### src/rtl/frequency_ratio_deserializer.sv
// frequency_ratio_deserializer: gathers 1/2/4 single-phase DFI beats into p0..p3 phase words
module frequency_ratio_deserializer #(
  parameter int NUM_RANK    = 2,
  parameter int DEVICE_TYPE = 4
) (
  input  logic                       i_clock,
  input  logic                       i_reset,
  input  logic                       i_enable,
  input  logic                       i_valid,
  input  logic [2:0]                 dfi_freq_ratio,
  input  logic [NUM_RANK-1:0]        dfi_cs_n,
  input  logic [NUM_RANK-1:0]        dfi_reset_n,
  input  logic [13:0]                dfi_address,
  input  logic                       dfi_wrdata_en,
  input  logic [2*DEVICE_TYPE-1:0]   dfi_wrdata,
  input  logic [DEVICE_TYPE/4-1:0]   dfi_wrdata_mask,
  output logic [NUM_RANK-1:0]        dfi_cs_n_p0,
  output logic [NUM_RANK-1:0]        dfi_cs_n_p1,
  output logic [NUM_RANK-1:0]        dfi_cs_n_p2,
  output logic [NUM_RANK-1:0]        dfi_cs_n_p3,
  output logic [NUM_RANK-1:0]        dfi_reset_n_p0,
  output logic [NUM_RANK-1:0]        dfi_reset_n_p1,
  output logic [NUM_RANK-1:0]        dfi_reset_n_p2,
  output logic [NUM_RANK-1:0]        dfi_reset_n_p3,
  output logic [13:0]                dfi_address_p0,
  output logic [13:0]                dfi_address_p1,
  output logic [13:0]                dfi_address_p2,
  output logic [13:0]                dfi_address_p3,
  output logic                       dfi_wrdata_en_p0,
  output logic                       dfi_wrdata_en_p1,
  output logic                       dfi_wrdata_en_p2,
  output logic                       dfi_wrdata_en_p3,
  output logic [2*DEVICE_TYPE-1:0]   dfi_wrdata_p0,
  output logic [2*DEVICE_TYPE-1:0]   dfi_wrdata_p1,
  output logic [2*DEVICE_TYPE-1:0]   dfi_wrdata_p2,
  output logic [2*DEVICE_TYPE-1:0]   dfi_wrdata_p3,
  output logic [DEVICE_TYPE/4-1:0]   dfi_wrdata_mask_p0,
  output logic [DEVICE_TYPE/4-1:0]   dfi_wrdata_mask_p1,
  output logic [DEVICE_TYPE/4-1:0]   dfi_wrdata_mask_p2,
  output logic [DEVICE_TYPE/4-1:0]   dfi_wrdata_mask_p3,
  output logic                       o_valid,
  output logic                       o_ratio_err
);
  localparam int W = 2*NUM_RANK + 14 + 1 + 2*DEVICE_TYPE + DEVICE_TYPE/4;
  localparam logic [W-1:0] RST_BEAT = {{NUM_RANK{1'b1}}, {(W-NUM_RANK){1'b0}}};
  logic [W-1:0] beat;
  logic [W-1:0] stage [4];
  logic [W-1:0] outp [4];
  logic [1:0] cnt, lim, lim_held, new_lim;
  logic illegal, done;
  assign beat = {dfi_cs_n, dfi_reset_n, dfi_address, dfi_wrdata_en, dfi_wrdata, dfi_wrdata_mask};
  // lim is the last phase index of the group: 0, 1 or 3
  always_comb begin
    illegal = dfi_freq_ratio > 3'b010;
    new_lim = dfi_freq_ratio == 3'b001 ? 2'd1 : dfi_freq_ratio == 3'b010 ? 2'd3 : 2'd0;
    lim = cnt == 2'd0 ? new_lim : lim_held;
    done = cnt == lim;
  end
  always_ff @(posedge i_clock) begin
    if (i_reset) begin
      cnt <= 2'd0;
      lim_held <= 2'd0;
      o_valid <= 1'b0;
      o_ratio_err <= 1'b0;
      for (int k = 0; k < 4; k++) begin
        stage[k] <= RST_BEAT;
        outp[k] <= RST_BEAT;
      end
    end else begin
      o_valid <= 1'b0;
      if (!i_enable) begin
        cnt <= 2'd0;
      end else if (i_valid) begin
        stage[cnt] <= beat;
        if (cnt == 2'd0) lim_held <= new_lim;
        if (cnt == 2'd0 && illegal) o_ratio_err <= 1'b1;
        if (done) begin
          cnt <= 2'd0;
          o_valid <= 1'b1;
          // phases above the closing one are forced to reset values, never stale
          for (int k = 0; k < 4; k++)
            outp[k] <= k[1:0] == cnt ? beat : k[1:0] < cnt ? stage[k] : RST_BEAT;
        end else begin
          cnt <= cnt + 2'd1;
        end
      end
    end
  end
  assign {dfi_cs_n_p0, dfi_reset_n_p0, dfi_address_p0, dfi_wrdata_en_p0, dfi_wrdata_p0, dfi_wrdata_mask_p0} = outp[0];
  assign {dfi_cs_n_p1, dfi_reset_n_p1, dfi_address_p1, dfi_wrdata_en_p1, dfi_wrdata_p1, dfi_wrdata_mask_p1} = outp[1];
  assign {dfi_cs_n_p2, dfi_reset_n_p2, dfi_address_p2, dfi_wrdata_en_p2, dfi_wrdata_p2, dfi_wrdata_mask_p2} = outp[2];
  assign {dfi_cs_n_p3, dfi_reset_n_p3, dfi_address_p3, dfi_wrdata_en_p3, dfi_wrdata_p3, dfi_wrdata_mask_p3} = outp[3];
endmodule

### config.mk
export PLATFORM = sky130hd
export DESIGN_NAME = frequency_ratio_deserializer
export DESIGN_NICKNAME = d
export VERILOG_FILES = /design/src/rtl/frequency_ratio_deserializer.sv
export SDC_FILE = /design/constraint.sdc
export NUM_CORES = 1
export LEC_CHECK = 0
export CAP_MARGIN = 20
export CELL_PAD_IN_SITES_DETAIL_PLACEMENT = 0
export CELL_PAD_IN_SITES_GLOBAL_PLACEMENT = 2
export CORE_MARGIN = 1.5
export CORE_UTILIZATION = 37
export DETAILED_ROUTE_END_ITERATION = 7
export PLACE_DENSITY_LB_ADDON = 0.1
export SKIP_LAST_GASP = 1
export SYNTH_ARGS = -nofsm -noshare
export SYNTH_HDL_FRONTEND = slang
export SYNTH_SLANG_ARGS = --single-unit
### constraint.sdc
create_clock -name i_clock -period 5.4 [get_ports i_clock]
set_input_delay 1.08 -clock i_clock [delete_from_list [all_inputs] [get_ports i_clock]]
set_output_delay 1.08 -clock i_clock [all_outputs]
set_load 0.03 [all_outputs]
# Word level (Yosys, flattened, before mapping)
# Memory sizes are Yosys's and may differ from the RTL's.
# Index checks and enable logic that the tools add are counted.
# totals
regBits,6
ramBits,224
in_bits,35
wordCells,59
mem_count,2
# classes
n_addsub,1
magnitude_cmp,5
n_eq_ne,6
muxes,30
n_bitwise,5
n_reduce_logical,6
# memory_table
name,depth,word_bits,read_ports,rd_clocked_by_memory_dff,wr,line_no,text
outp,4,28,4,0,4,48,logic [W-1:0] outp [4];
stage,4,28,4,0,4,47,logic [W-1:0] stage [4];
# ops
operator,n
28-bit two-way mux,13
28-bit OR reduction,1
1-bit two-way mux,12
2-bit two-way mux,5
2-bit == test (first input constant),2
1-bit by 2-bit less-than comparator with 1-bit output (first input constant),2
2-bit less-than comparator (first input constant),2
1-bit bitwise OR,4
3-bit by 1-bit == test with 1-bit output (second input constant),1
3-bit by 2-bit == test with 1-bit output (second input constant),1
3-bit by 2-bit > comparator with 1-bit output (second input constant),1
3-bit AND reduction,1
2-bit by 1-bit adder with 2-bit output (second input constant),1
1-bit by 2-bit == test with 1-bit output (first input constant),1
2-bit == test,1
2-bit zero test,1
2-bit AND reduction,1
2-bit OR reduction,1
1-bit logical AND,1
1-bit NOT,1

# Logic depth before layout (Yosys ltp)
# depth
word_depth,11
depth_mapped,11
mapped_depth_nobuf,6

# Worst setup path after synthesis
# OpenSTA, ideal clock, no wires.
# synth_timing
kind,input port to flip-flop
start,input port dfi_freq_ratio[2]
end,memory outp[0][0] in the netlist's numbering (enable)
setup_time_ns,0.469
t_arrival_ns,4.318
required_ns,4.931
path_slack_ns,0.613
path_stages,4
cell_sequence,and4bb_1 -> or3_4 -> a2bb2oi_2 -> a21o_1
# synth_lines
element,line_no,text
"start, declared",10,"input logic [2:0] dfi_freq_ratio,"
"end, declared",48,

==> impl_metrics.yaml <==
timing:
  whs_ps: 448
  fmaxAchievable_mhz: 263
  final.setup_skew_ps: 14.8
  grt_setup_unrepaired: "false"
  fin_crit_ps: 3800
  hold_viol: 0
  setup_viol: 0
  slew_headroom_pct: 41.6
  slew_viol_final: 0
  finalCritPeriodShare_pct: 70.5
  fin_tns_setup_ps: 0
  worst_pin_slew_ps: 876
global_routing:
  overflow: 0
  grt_max_degree: 58
  antenna_found_initial: 0
  grt_pass1_wl_um: 33100
  track_usage_pct: 17.8
  first_global_vias: 5588
yosys:
  synth_seq_area_share_pct: 68.2
  syn_avg_cell_area_um2: 14.2
  synth_top_flop_cell: "edfxtp_1"
  synth_area_um2: 8810
  synth-edff-count: 196
  synth_warnings: 0
  syn_inst: 622
  syn-num-nets: 661
  ys_seq_elements: 202
  ys_types: 39
  synthArstFlopShare_pct: 0
clocking:
  clock_path_buffers: 3
  htreeDepth: 1
  cts_buffers: 23
  clk_latency_ps: 510
  cts_resized: 0
  cts_tree: "done"
  clk_pin_slew_ps: 60
  ctsHoldBuffers: 0
  cts_root_buffer: "clkbuf_16"
  post_cts_buffers: 0
  clkSinkCount: 202
power_and_ir_drop:
  p_leak_uw: 0.00382
  ir_drop_mv: 0.181
  power_density_nw_per_um2: 332
routing:
  drt_pass1_iterations: 5
  vias: 5516
  drt_iter0_markers: 338
  ant_nets: 0
  drt-wirelength-per-cell_um: 20.0
  routed_via_density: 5.06
  drc: 0
  finalWirelength_um: 21800
die:
  fp.dieH_um: 157
  io_pins: 149
  fp.dieW_um: 157
  dieArea_um2: 24700
  core_um2: 23400
  start_util_pct: 37.6
  rows: 56
cells_and_area:
  area_growth_syn_to_layout_pct: 28.5
  final_cell_mix: "edfxtp_1 (196), clkdlybuf4s50_1 (148), and2_1 (78)"
  diodes: 0
  finish.net_count: 796
  final_common_cell: "edfxtp_1"
  drive_gt1_share_pct: 14.1
place:
  port-buffer-count: 148
  dp_hpwl_um: 13200
  finalWeightedCongestion: 0.729
setup_path:
  critical_path_required_ps: 5560
  arrival_ps: 3970
  crit_type: "flip-flop to flip-flop"
  critPathCaptureType: "flip-flop"
  critPathLaunchType: "flip-flop"
  crit_fanout: 51
job:
  maxCapViolations: 0
run_status:
  outcome: "finished clean"
hold_path:
  hold_class: "flip-flop to flip-flop"
layout make-up:
| class | instances | area, um^2 |
|---|---|---|
| Clock inverter | 11 | 125 |
| Fill cell | 2147 | 12100 |
| Clock buffer | 29 | 598 |
| Timing Repair Buffer | 163 | 1620 |
| Inverter | 4 | 15.0 |
| Multi-Input combinational cell | 363 | 2550 |
| Sequential cell | 202 | 6010 |
| Tap cell | 319 | 399 |
worst max-delay path, cell delays in order (launching register included):
cell and delay, ps:
dfxtp_1 410, inv_1 190, ha_2 280, buf_4 510, nor2b_1 150, a211oi_2 390
a2bb2oi_2 400, a21o_4 650, buf_4 450
registers in the layout, indices dropped and copies added, names as in the netlist:
register	count
outp	112
stage	84
cnt	2
lim_held	2
o_ratio_err	1
o_valid	1
final timing paths:
check                                         startpoint                   endpoint  slack (ps)  cells past startpoint
worst min-delay path            lim_held[1]$_SDFFE_PP0P_   lim_held[1]$_SDFFE_PP0P_         450                      2
worst max-delay path                 cnt[1]$_SDFFE_PP0P_  outp[0][92]$_SDFFCE_PN0P_        1600                      8
worst min register to register  lim_held[1]$_SDFFE_PP0P_   lim_held[1]$_SDFFE_PP0P_         450                      2
worst max register to register       cnt[1]$_SDFFE_PP0P_  outp[0][92]$_SDFFCE_PN0P_        1600                      8
report_power, final:
group | internal, uW | switching [uW]
combinational | 139 | 271
sequential | 1800 | 27.0
clock | 921 | 602
Yosys cell counts (2+ instances only):
library cell    n  area share (%)
a21o_1          2            0.17
a21oi_1         3            0.17
a22oi_1        51             4.3
a31oi_1         2            0.14
and2_1         78             5.5
buf_2           6            0.34
buf_6           8             1.0
clkbuf_1       39             1.7
dfxtp_1         6             1.4
edfxtp_1      196              67
ha_1            4            0.57
inv_1           4            0.17
mux2i_1        29             3.3
nand2_1        35             1.5
nand2b_1        6            0.43
nand3_1         7            0.40
nand4b_1        2            0.20
nor2_1          9            0.38
nor2b_1         4            0.28
nor3_1         57             3.2
nor3_2         49             5.6
o22ai_1         5            0.36
or2_2           3            0.21
or3_1           2            0.14
per-layer routing:
metal / global-route usage (%) / up-vias / wire length [um]
met4: 4.90 / 0 / 471
met2: 30.5 / 161 / 10800
li1: - / 2593 / -
met5: 0 / - / 0
met3: 2.59 / 28 / 1070
met1: 23.7 / 2734 / 9520
through the flow:
step / total power (uW) / cells / utilization, % / instance area [um^2] / worst slack [ps]
detailed placement: 2280 / 1051 / 45.3 / 10600 / 1230
finish: 3760 / 1091 / 48.4 / 11300 / 1600
floorplan: 2100 / 622 / - / 8810 / 613
global placement: 2270 / 1051 / 45.3 / 10600 / 1350
CTS: 3800 / 1091 / 48.4 / 11300 / 1530
global route: 3880 / 1091 / 48.4 / 11300 / 1250
cells by family after synthesis:
group | share of synthesized area [%]
compound gates | 6.07
xor+xnor | 0.0995
fa+ha+maj | 0.568
buf+inv | 3.20
flops | 68.2
mux | 3.30
simple gates | 18.6
Note: power is estimated with default switching activity, not from simulation.
